[config.mk]
export PLATFORM = sky130hd
export DESIGN_NAME = tt_um_hamming_encoder_74
export DESIGN_NICKNAME = d
export VERILOG_FILES = /design/src/rtl/hamming74_pkg.sv /design/src/rtl/hamming74_codeword_gen.sv /design/src/rtl/tt_um_hamming_encoder_74.sv
export SDC_FILE = /design/constraint.sdc
export NUM_CORES = 1
export LEC_CHECK = 0
export CORE_ASPECT_RATIO = 0.9
export CORE_MARGIN = 2
export CORE_UTILIZATION = 31
export DETAILED_ROUTE_END_ITERATION = 8
export PLACE_DENSITY = 0.63
export REMOVE_ABC_BUFFERS = 1
export SETUP_SLACK_MARGIN = 0.1
export SLEW_MARGIN = 15
export SYNTH_ARGS = -nofsm -noshare
export SYNTH_HDL_FRONTEND = slang
export SYNTH_SLANG_ARGS = --single-unit
[constraint.sdc]
create_clock -name clk -period 1.95 [get_ports clk]
set_input_delay 0.4875 -clock clk [delete_from_list [all_inputs] [get_ports clk]]
set_output_delay 0.4875 -clock clk [all_outputs]
set_load 0.05 [all_outputs]
[src/rtl/hamming74_pkg.sv]
// hamming74_pkg: Hamming(7,4) constants, FSM state type and parity rule shared by the encoder and decoder.
// Codeword vectors are in transmit order, so bit index = position - 1 (P1 is sent first).
package hamming74_pkg;
  localparam int CODEWORD_W = 7;
  localparam int DATA_W = 4;
  localparam int P1 = 0;
  localparam int P2 = 1;
  localparam int D0 = 2;
  localparam int P3 = 3;
  localparam int D1 = 4;
  localparam int D2 = 5;
  localparam int D3 = 6;
  typedef enum logic {IDLE, SEND} state_t;
  // Returns {p3, p2, p1}.
  function automatic logic [2:0] parity(input logic [DATA_W-1:0] d);
    return {d[1] ^ d[2] ^ d[3], d[0] ^ d[2] ^ d[3], d[0] ^ d[1] ^ d[3]};
  endfunction
endpackage

[src/rtl/hamming74_codeword_gen.sv]
// hamming74_codeword_gen: combinational nibble -> 7-bit Hamming codeword in transmit order.
// Ports: data [3:0] nibble d3..d0; codeword [6:0] with bit 0 = position 1.
module hamming74_codeword_gen
  import hamming74_pkg::*;
(
  input  logic [DATA_W-1:0]     data,
  output logic [CODEWORD_W-1:0] codeword
);
  logic [2:0] p;
  always_comb begin
    p = parity(data);
    codeword = '0;
    codeword[P1] = p[0];
    codeword[P2] = p[1];
    codeword[D0] = data[0];
    codeword[P3] = p[2];
    codeword[D1] = data[1];
    codeword[D2] = data[2];
    codeword[D3] = data[3];
  end
endmodule

[src/rtl/tt_um_hamming_encoder_74.sv]
// tt_um_hamming_encoder_74: serial Hamming(7,4) encoder, one codeword bit per enabled cycle.
// Ports: clk, rst_n (async active-low), ena (hold when low), data_in [3:0], data_valid,
//        data_ready, encode_out, frame_active, frame_start; err_inj [2:0] only with HAMMING_ERR_INJECT_EN.
// Optional macro HAMMING_ERR_INJECT_EN: err_inj != 0 at accept inverts that codeword position.
module tt_um_hamming_encoder_74
  import hamming74_pkg::*;
#(
  parameter logic IDLE_LEVEL = 1'b0
) (
  input  logic              clk,
  input  logic              rst_n,
  input  logic              ena,
  input  logic [DATA_W-1:0] data_in,
  input  logic              data_valid,
`ifdef HAMMING_ERR_INJECT_EN
  input  logic [2:0]        err_inj,
`endif
  output logic              data_ready,
  output logic              encode_out,
  output logic              frame_active,
  output logic              frame_start
);
  state_t state, state_n;
  logic [2:0] cnt;
  logic [CODEWORD_W-1:0] sr, cw, cw_tx;
  logic last, accept;

  hamming74_codeword_gen u_gen (.data(data_in), .codeword(cw));

`ifdef HAMMING_ERR_INJECT_EN
  assign cw_tx = (err_inj != 3'd0) ? cw ^ (CODEWORD_W'(1) << (err_inj - 3'd1)) : cw;
`else
  assign cw_tx = cw;
`endif

  // Ready in the last bit cycle lets the next frame follow with no gap.
  assign last = (state == SEND) && (cnt == 3'd6);
  assign data_ready = (state == IDLE) || last;
  assign accept = ena && data_valid && data_ready;

  always_comb begin
    state_n = state;
    if (ena) state_n = accept ? SEND : last ? IDLE : state;
  end

  // encode_out is registered separately from sr so it can hold IDLE_LEVEL between frames.
  always_ff @(posedge clk or negedge rst_n) begin
    if (!rst_n) begin
      state <= IDLE;
      cnt <= '0;
      sr <= '0;
      encode_out <= IDLE_LEVEL;
      frame_active <= 1'b0;
      frame_start <= 1'b0;
    end else begin
      state <= state_n;
      frame_start <= accept;
      if (accept) begin
        sr <= cw_tx;
        encode_out <= cw_tx[0];
        cnt <= '0;
        frame_active <= 1'b1;
      end else if (ena && last) begin
        sr <= '0;
        encode_out <= IDLE_LEVEL;
        cnt <= '0;
        frame_active <= 1'b0;
      end else if (ena && state == SEND) begin
        sr <= sr >> 1;
        encode_out <= sr[1];
        cnt <= cnt + 3'd1;
      end
    end
  end
endmodule

== Yosys cells after proc, flatten, opt, wreduce, memory -nomap -nowiden ==
Cells that the tools add are included.

* Bits in registers: 14
* Word-level logic and storage cells: 38

* $add $sub $neg: 1
* Equal/unequal tests: 1
* Muxes and demuxes: 13
* Bitwise gates (word level): 7
* Reduce and logical (&&, ||, !) cells: 10

{| class="wikitable"
|+ Operators by type and width
! operator !! number
|-
| $mux W7 || 3
|-
| $mux W3 || 3
|-
| $mux W1 || 7
|-
| $xor A1 B1 Y1 || 6
|-
| $logic_and A1 B1 Y1 || 5
|-
| $reduce_bool A2 Y1 || 2
|-
| $add A3 B1 Y3 const B || 1
|-
| $eq A3 B3 Y1 const B || 1
|-
| $reduce_bool A3 Y1 || 1
|-
| $reduce_and A2 Y1 || 1
|-
| $logic_or A1 B1 Y1 || 1
|-
| $not A1 Y1 || 1
|}

== Logic depth before layout (Yosys ltp) ==
Gate-level depths: netlist of the first run.

* Word-level depth: 6
* Mapped depth: 6
* Depth with buffers taken out: 6

== Cells and area by module ==
A second synthesis of the first run with hierarchy kept.

* Cells, all modules: 64
* Area, all modules: 705.7 um2

{| class="wikitable"
|+ By module, submodules not included
! module !! instances !! cells an instance !! area each (um2) !! sequential area each (um2)
|-
| tt_um_hamming_encoder_74 || 1 || 57 || 604.3 || 325.3
|-
| hamming74_codeword_gen || 1 || 7 || 101.3 || 0.0
|}

== Worst setup path after synthesis of the first run ==
No wires, ideal clock.

* Kind: reg2reg
* Start point: register cnt[0]
* End point: register sr[1]
* Setup time: 126 ps
* Data arrival time: 1489 ps
* Slack: 334 ps
* Cell stages (with the launch flop): 7
* Clock period less this slack: 1616 ps
* Path through: dfrtp_1 inv_1 ha_1 a21boi_2 inv_1 nor2_1 a221o_1

* Cells in the longest elaborated chain, start to end: 5
* Elaborated cells between the ends (all ways): 8

{| class="wikitable"
|+ Ends and longest elaborated chain
! what !! RTL line !! source
|-
| from (decl) || tt_um_hamming_encoder_74.sv:24 || <nowiki>logic [2:0] cnt;</nowiki>
|-
| from (signal assigned) || tt_um_hamming_encoder_74.sv:71 || <nowiki>cnt <= cnt + 3'd1;</nowiki>
|-
| $eq A3 B3 Y1 (*) || tt_um_hamming_encoder_74.sv:37 || <nowiki>assign last = (state == SEND) && (cnt == 3'd6);</nowiki>
|-
| $logic_and A1 B1 Y1 (*) || tt_um_hamming_encoder_74.sv:37 ||
|-
| $logic_or A1 B1 Y1 (*) || tt_um_hamming_encoder_74.sv:38 || <nowiki>assign data_ready = (state == IDLE) || last;</nowiki>
|-
| net data_ready || tt_um_hamming_encoder_74.sv:18 || <nowiki>output logic data_ready,</nowiki>
|-
| $logic_and A1 B1 Y1 (*) || tt_um_hamming_encoder_74.sv:39 || <nowiki>assign accept = ena && data_valid && data_ready;</nowiki>
|-
| $reduce_bool A3 Y1 (no source line) / $mux W7 (equally long branches) || -- ||
|-
| to (signal assigned) || tt_um_hamming_encoder_74.sv:59 || <nowiki>sr <= cw_tx;</nowiki>
|-
| to (signal assigned) || tt_um_hamming_encoder_74.sv:69 || <nowiki>sr <= sr >> 1;</nowiki>
|-
| to (decl) || tt_um_hamming_encoder_74.sv:25 || <nowiki>logic [CODEWORD_W-1:0] sr, cw, cw_tx;</nowiki>
|}

Mark *: on every way through the listed nets, which the timed path passes. The rest lies on a longest branch.
A chain may end at the register's enable or synchronous reset.

== Worst setup path in the final report of the first run ==
* Start point: register cnt[1]
* End point: output data_ready

* Cells in the longest elaborated chain, start to end: 3

{| class="wikitable"
|+ Ends and longest elaborated chain
! what !! RTL line
|-
| $eq A3 B3 Y1 || tt_um_hamming_encoder_74.sv:37
|-
| $logic_and A1 B1 Y1 || tt_um_hamming_encoder_74.sv:37
|-
| $logic_or A1 B1 Y1 || tt_um_hamming_encoder_74.sv:38
|-
| to (decl) || tt_um_hamming_encoder_74.sv:18
|}

Every way passes these cells.

==> metrics.txt, run 1 <==
outcome=finished clean; Die ar.=2520 um^2; Placer Congestion=0.711; drt first pass iters=4; Crit. End Element=primary output; Req. time, crit path=~1.5 ns; WL final=roughly 1.4 mm; clock buffer depth=2; Detail Placement HPWL=992 um; H-tree depth reported by CTS=1; Inserted Clock Buffers=3; ys async rst share=1.00; Worst-path clk slew=approximately 0.08 ns; DR iter-0 viols=16; routed length per placed instance=between 10 and 15 um; CTS root buf=clkbuf_4; crit path cell chain=ha_1 -> a21boi_2 -> inv_2 -> buf_6; Die Wd=roughly 53 um; placed cell count=between 90 and 100; RSZ-0062 raised after global routing=no; ratio of cells with drive above 1 in the final layout=0.208; Final Hold Vio Count=0; count leader, synth=dfrtp_1; area grow syn2layout=29.2%; Mean Syn Cell Area=~11 um^2; chip height=between 40 and 50 um; post-synth cell types=21; ant diodes=0; maximum clock frequency=approximately 570 MHz; Arrival @ worst endpoint=~1.3 ns; DRC viols=0; Pwr Density=roughly 1300 nW/um^2; Lkg Pwr=about 0.41 nW; Design Area, Final=between 800 and 900 um^2; GRT Total Usage=0.134; largest net degree at the start of global routing=14; vias per cell=5.10; setup_tns=0 ns; Setup WS post-layout=0.191 ns; fin cells=approximately 100; vias in the first global route=a little over 500; initial antenna violation count=0; Post-Place Setup Slack=0.0883 ns; Ys Warns=0; Routed Antenna Nets=0; top area cells in the synthesized netlist=dfrtp_1 49%, xnor3_1 10%, a221o_1 6.1%; post-route minimum period=~1.8 ns; Yosys top cell area share=0.492; Setup CP Type=reg -> out; worst-skew pair later-pin latency=between 0.2 and 0.3 ns; CTS tree=yes; count of input and output buffers=11; Starting Density=0.335; Rel. slew slack=0.609; final worst path period share=0.902; core area=1970 um^2; Gate Count Post-Synth=58; Startpoint Class=flop; max_cap viols=0; Nets=88; Placed Area=between 800 and 900 um^2; Synth Cell Area=roughly 660 um^2; Max Slew Vio Count=0; row count=15; worst-path fanout max=5; # setup viols final=0; peak supply drop=approximately 600 uV; Remaining Overflow, GRT=0; Max Clock Skew=0.0107 ns; EDFF count, synth=0; Fillers=199; Max stage delay on crit path=around 0.4 ns; Worst-Margin Slew=0.585 ns; post-synth top area cell=dfrtp_1; num ports=12; predominant post-synthesis flop cell=dfrtp_1; global-route wire length before repair=about 2.3 mm; Seq/Total Area, Yosys=0.492; via count=520; FF+latch count, synth=13; Tightest Hold Check Type=reg -> reg; # clock sinks=13; Critical-path top delay cell=dfrtp_1; Synth top cells by count=13 x dfrtp_1, 6 x o21ai_0, 5 x nand2_1
logic make-up after synthesis:
group / after synthesis / share of synthesized area
compound gates: 19 / 0.203
simple gates: 17 / 0.129
flops: 13 / 0.492
buf+inv: 4 / 0.0360
xor+xnor: 3 / 0.102
fa+ha+maj: 2 / 0.0379
flip-flops by register name (all words and copies together) (netlist names):
register and count:
cnt 3, frame_active 1, frame_start 1, sr 7
state 1
layer usage:
layer | global-route usage | vias up | part of all wire
li1 | - | 253 | -
met1 | 0.164 | 250 | 0.46
met2 | 0.215 | 15 | 0.48
met3 | 0.0563 | 2 | 0.052
met4 | 0.0513 | 0 | 0.0074
met5 | 0 | - | 0
cells in the final DEF (no fill, tap or decap), drive strengths merged:
master          n
dfrtp          13
buf             9
clkdlybuf4s50   7
o21ai           6
nand2           5
a221o           4
a21oi           4
nor2            4
xnor3           3
nor3            3
clkbuf          3
a22o            2
nand3           2
ha              2
inv             2
a21boi          1
a21o            1
o21a            1
nor2b           1
and3            1
and2            1
clkinv          1
dlygate4sd2     1
where the power goes:
part | leakage, nW | internal (mW) | switching, mW
clock | 0.0177 | 0.0761 | 0.0871
combinational | 0.231 | 0.215 | 0.279
sequential | 0.166 | 0.370 | 0.0616
total | 0.414 | 0.661 | 0.427
through the flow:
step | util | total power [mW] | hold slack (ns)
2_1_floorplan | - | 0.730 | 0.192
3_3_place_gp | 0.406 | 0.875 | 0.493
3_5_place_dp | 0.406 | 0.887 | 0.495
4_1_cts | 0.423 | 1.07 | 0.518
5_1_grt | 0.433 | 1.17 | 0.542
6_report | 0.433 | 1.09 | 0.517
layout make-up:
type / count / area, um^2 / share of cell area
clock inverter: 1 / 5.00 / 0.00587
clock buffer: 3 / 22.5 / 0.0264
timing repair buffer: 17 / 150 / 0.176
sequential: 13 / 325 / 0.381
inverter: 2 / 7.51 / 0.00880
tap: 25 / 31.3 / 0.0367
multi-input combinational: 41 / 312 / 0.365
worst max-delay path: cells and delay by family, from the launching register on:
kind	cells	cell delay, ns
fa+ha+maj	1	0.20
compound gates	1	0.16
flops	1	0.40
buf+inv	2	0.23
timing repair:
| item | 4_1_cts | 5_1_grt |
|---|---|---|
| setup endpoints to repair | 2 | 1 |
| buffers inserted | 1 | 2 |
| pin swaps | 0 | 1 |
| resized for setup | 1 | 2 |
| hold buffers | 0 | 0 |
final timing paths:
check	start	end	slack, ns	cells after the start
hold / removal	sr[0]$_DFFE_PN0P_	sr[0]$_DFFE_PN0P_	0.52	1
max in group asynchronous	rst_n	sr[0]$_DFFE_PN0P_	0.98	1
hold reg to reg	sr[0]$_DFFE_PN0P_	sr[0]$_DFFE_PN0P_	0.52	1
min in group asynchronous	rst_n	state$_DFFE_PN0P_	0.57	1
setup reg to reg	cnt[1]$_DFFE_PN0P_	sr[1]$_DFFE_PN0P_	0.44	6
setup / recovery	cnt[1]$_DFFE_PN0P_	data_ready	0.19	4
Note: power is estimated with default switching activity, not from simulation.
==> run 2, diff against run 1 <==
--- a/config.mk
+++ b/config.mk
@@ -8,8 +8,9 @@
 export CORE_ASPECT_RATIO = 0.9
 export CORE_MARGIN = 2
 export CORE_UTILIZATION = 31
+export CTS_CLUSTER_SIZE = 30
 export DETAILED_ROUTE_END_ITERATION = 8
-export PLACE_DENSITY = 0.63
+export PLACE_DENSITY = 0.54
 export REMOVE_ABC_BUFFERS = 1
 export SETUP_SLACK_MARGIN = 0.1
 export SLEW_MARGIN = 15
==> constraint.sdc (replaced) <==
create_clock -name clk -period 1.51 [get_ports clk]
set_input_delay 0.3775 -clock clk [delete_from_list [all_inputs] [get_ports clk]]
set_output_delay 0.3775 -clock clk [all_outputs]
set_load 0.05 [all_outputs]
==> run 2 against run 1 <==
Net effect:
- the run now ends with negative setup slack left
- global-route usage about the same
- wire length rose by 15%
- sequential cell count is the same
- combinational power rose by 82%
==> metrics.txt, run 2 (synthesis gave the netlist of run 1 again) <==
Setup CP Type=reg -> out; row count=15; Clk pwr share=0.130; Max Clock Skew=0.00379 ns; worst-path fanout max=2; Arrival @ worst endpoint=1.23 ns; max reg flops=7; # clock sinks=13; num ports=12; most frequent cells in the layout=15 x buf_4, 13 x dfrtp_1, 7 x clkdlybuf4s50_1; Rel. slew slack=0.811; max_cap viols=0; count of input and output buffers=11; Remaining Overflow, GRT=0; NetSw=0.646 mW; Req. time, crit path=approximately 1.1 ns; failing checks=negative setup slack; chip height=between 40 and 50 um; commonest non-fill, non-tap cell in the layout=buf_4; CTS tree=yes; Routed Antenna Nets=0; Worst-Margin Slew=0.282 ns; outcome=finished with violations; Lkg Pwr=approximately 0.5 nW; Die ar.=approximately 2500 um^2; Tightest Hold Check Type=in -> async; Inserted Clock Buffers=3; worst-skew pair later-pin latency=about 0.29 ns; vias per cell=4.70; WL final=1.56 mm; Crit. End Element=primary output; post-route minimum period=between 1.5 and 2 ns; Starting Density=0.335; Final Hold Vio Count=0; area grow syn2layout=57.2%; ratio of cells with drive above 1 in the final layout=0.389; clock buffer depth=2; Sw Ratio=0.378; peak supply drop=1040 uV; core area=between 1500 and 2000 um^2; Sequential Power Share=0.343; routed length per placed instance=about 14 um; H-tree depth reported by CTS=1; CTS root buf=clkbuf_4; # setup viols final=2; via count=540; DRC viols=0; Combinational Power Share=0.527; Startpoint Class=flop; vias in the first global route=just under 500; setup_tns=-0.169 ns; largest net degree at the start of global routing=14; Pwr Density=about 1600 nW/um^2; Finished Core Util=0.527; Max Slew Vio Count=0; ant diodes=0; Fillers=182; maximum clock frequency=approximately 620 MHz; Internal=1.06 mW; Detail Placement HPWL=about 1.0 mm; Placer Congestion=0.743; global-route wire length before repair=2.30 mm; largest registers=sr x7, cnt x3; Largest Register=sr; Worst-path clk slew=~0.08 ns; DR iter-0 viols=5; final worst path period share=1.07; Die Wd=~53 um; RSZ-0062 raised after global routing=yes; initial antenna violation count=0; Nets=101; drt first pass iters=3; GRT Total Usage=0.135; Setup WS post-layout=-0.101 ns
[run 2: changes by cell type in the layout (fill, tap and decap cells not counted), sizes merged]
cell	change
buf	+14
clkbuf	+1
clkinv	-1
dlygate4sd2	-1
[run 2: per-layer routing]
| layer | GRT usage | up-vias | share of wire |
|---|---|---|---|
| met5 | 0 | - | 0 |
| met4 | 0.0615 | 0 | 0.014 |
| met3 | 0.0469 | 5 | 0.044 |
| met2 | 0.193 | 12 | 0.45 |
| met1 | 0.185 | 246 | 0.49 |
| li1 | - | 277 | - |
[run 2: what timing repair did]
item                       CTS  global route
hold buffers                 0             0
pin swaps                    1             5
cloned                       1             0
resized for setup           11            11
setup endpoints to repair    2            14
buffers inserted             4             0
[run 2: critical path, cell delays in order (launching register included)]
cell	delay [ns]
dfrtp_1	0.36
inv_1	0.05
ha_2	0.19
a21boi_4	0.14
inv_2	0.07
buf_8	0.15
[run 2: worst paths after layout]
path                                     from                       end  slack, ns  depth (start not counted)
max                        cnt[0]$_DFFE_PN0P_                data_ready      -0.10                          5
max in group asynchronous               rst_n        cnt[1]$_DFFE_PN0P_       0.96                          2
min reg2reg                 sr[1]$_DFFE_PN0P_         sr[0]$_DFFE_PN0P_       0.51                          1
min                                     rst_n  frame_active$_DFFE_PN0P_       0.39                          2
min in group clk            sr[1]$_DFFE_PN0P_         sr[0]$_DFFE_PN0P_       0.51                          1
max reg2reg                cnt[0]$_DFFE_PN0P_         sr[4]$_DFFE_PN0P_      -0.07                          8
[run 2: power groups by stage]
stage / logic, mW / clock network [mW] / registers, mW
4_1_cts: 0.853 / 0.228 / 0.581
2_1_floorplan: 0.290 / 0 / 0.653
5_1_grt: 0.962 / 0.246 / 0.601
6_report: 0.900 / 0.222 / 0.586
3_3_place_gp: 0.695 / 0 / 0.580
3_5_place_dp: 0.700 / 0 / 0.585
[run 2: layout make-up]
class / instances / area (um^2) / area share
multi-input cells: 41 / 345 / 0.333
flip-flops and latches: 13 / 325 / 0.313
repair buffers: 30 / 303 / 0.292
well taps: 25 / 31.3 / 0.0301
clock buffers: 4 / 26.3 / 0.0253
inverters: 2 / 7.51 / 0.00723
[run 2: metrics by stage]
| step | setup WS (ns) | total power, mW | hold WS (ns) | cells | cell area, um^2 |
|---|---|---|---|---|---|
| CTS | -0.101 | 1.66 | 0.402 | 115 | 1020 |
| floorplan | -0.301 | 0.943 | 0.0819 | 56 | 644 |
| global placement | -0.168 | 1.28 | 0.489 | 106 | 918 |
| finish | -0.101 | 1.71 | 0.392 | 115 | 1040 |
| detailed placement | -0.184 | 1.28 | 0.489 | 106 | 918 |
| global route | -0.167 | 1.81 | 0.403 | 115 | 1040 |
==> run 3, diff against run 2 <==
--- a/config.mk
+++ b/config.mk
@@ -8,7 +8,6 @@
 export CORE_ASPECT_RATIO = 0.9
 export CORE_MARGIN = 2
 export CORE_UTILIZATION = 31
-export CTS_CLUSTER_SIZE = 30
 export DETAILED_ROUTE_END_ITERATION = 8
 export PLACE_DENSITY = 0.54
 export REMOVE_ABC_BUFFERS = 1
==> results of run 3 <==
The final DEF is identical to that of run 2; final timing and power are the same.
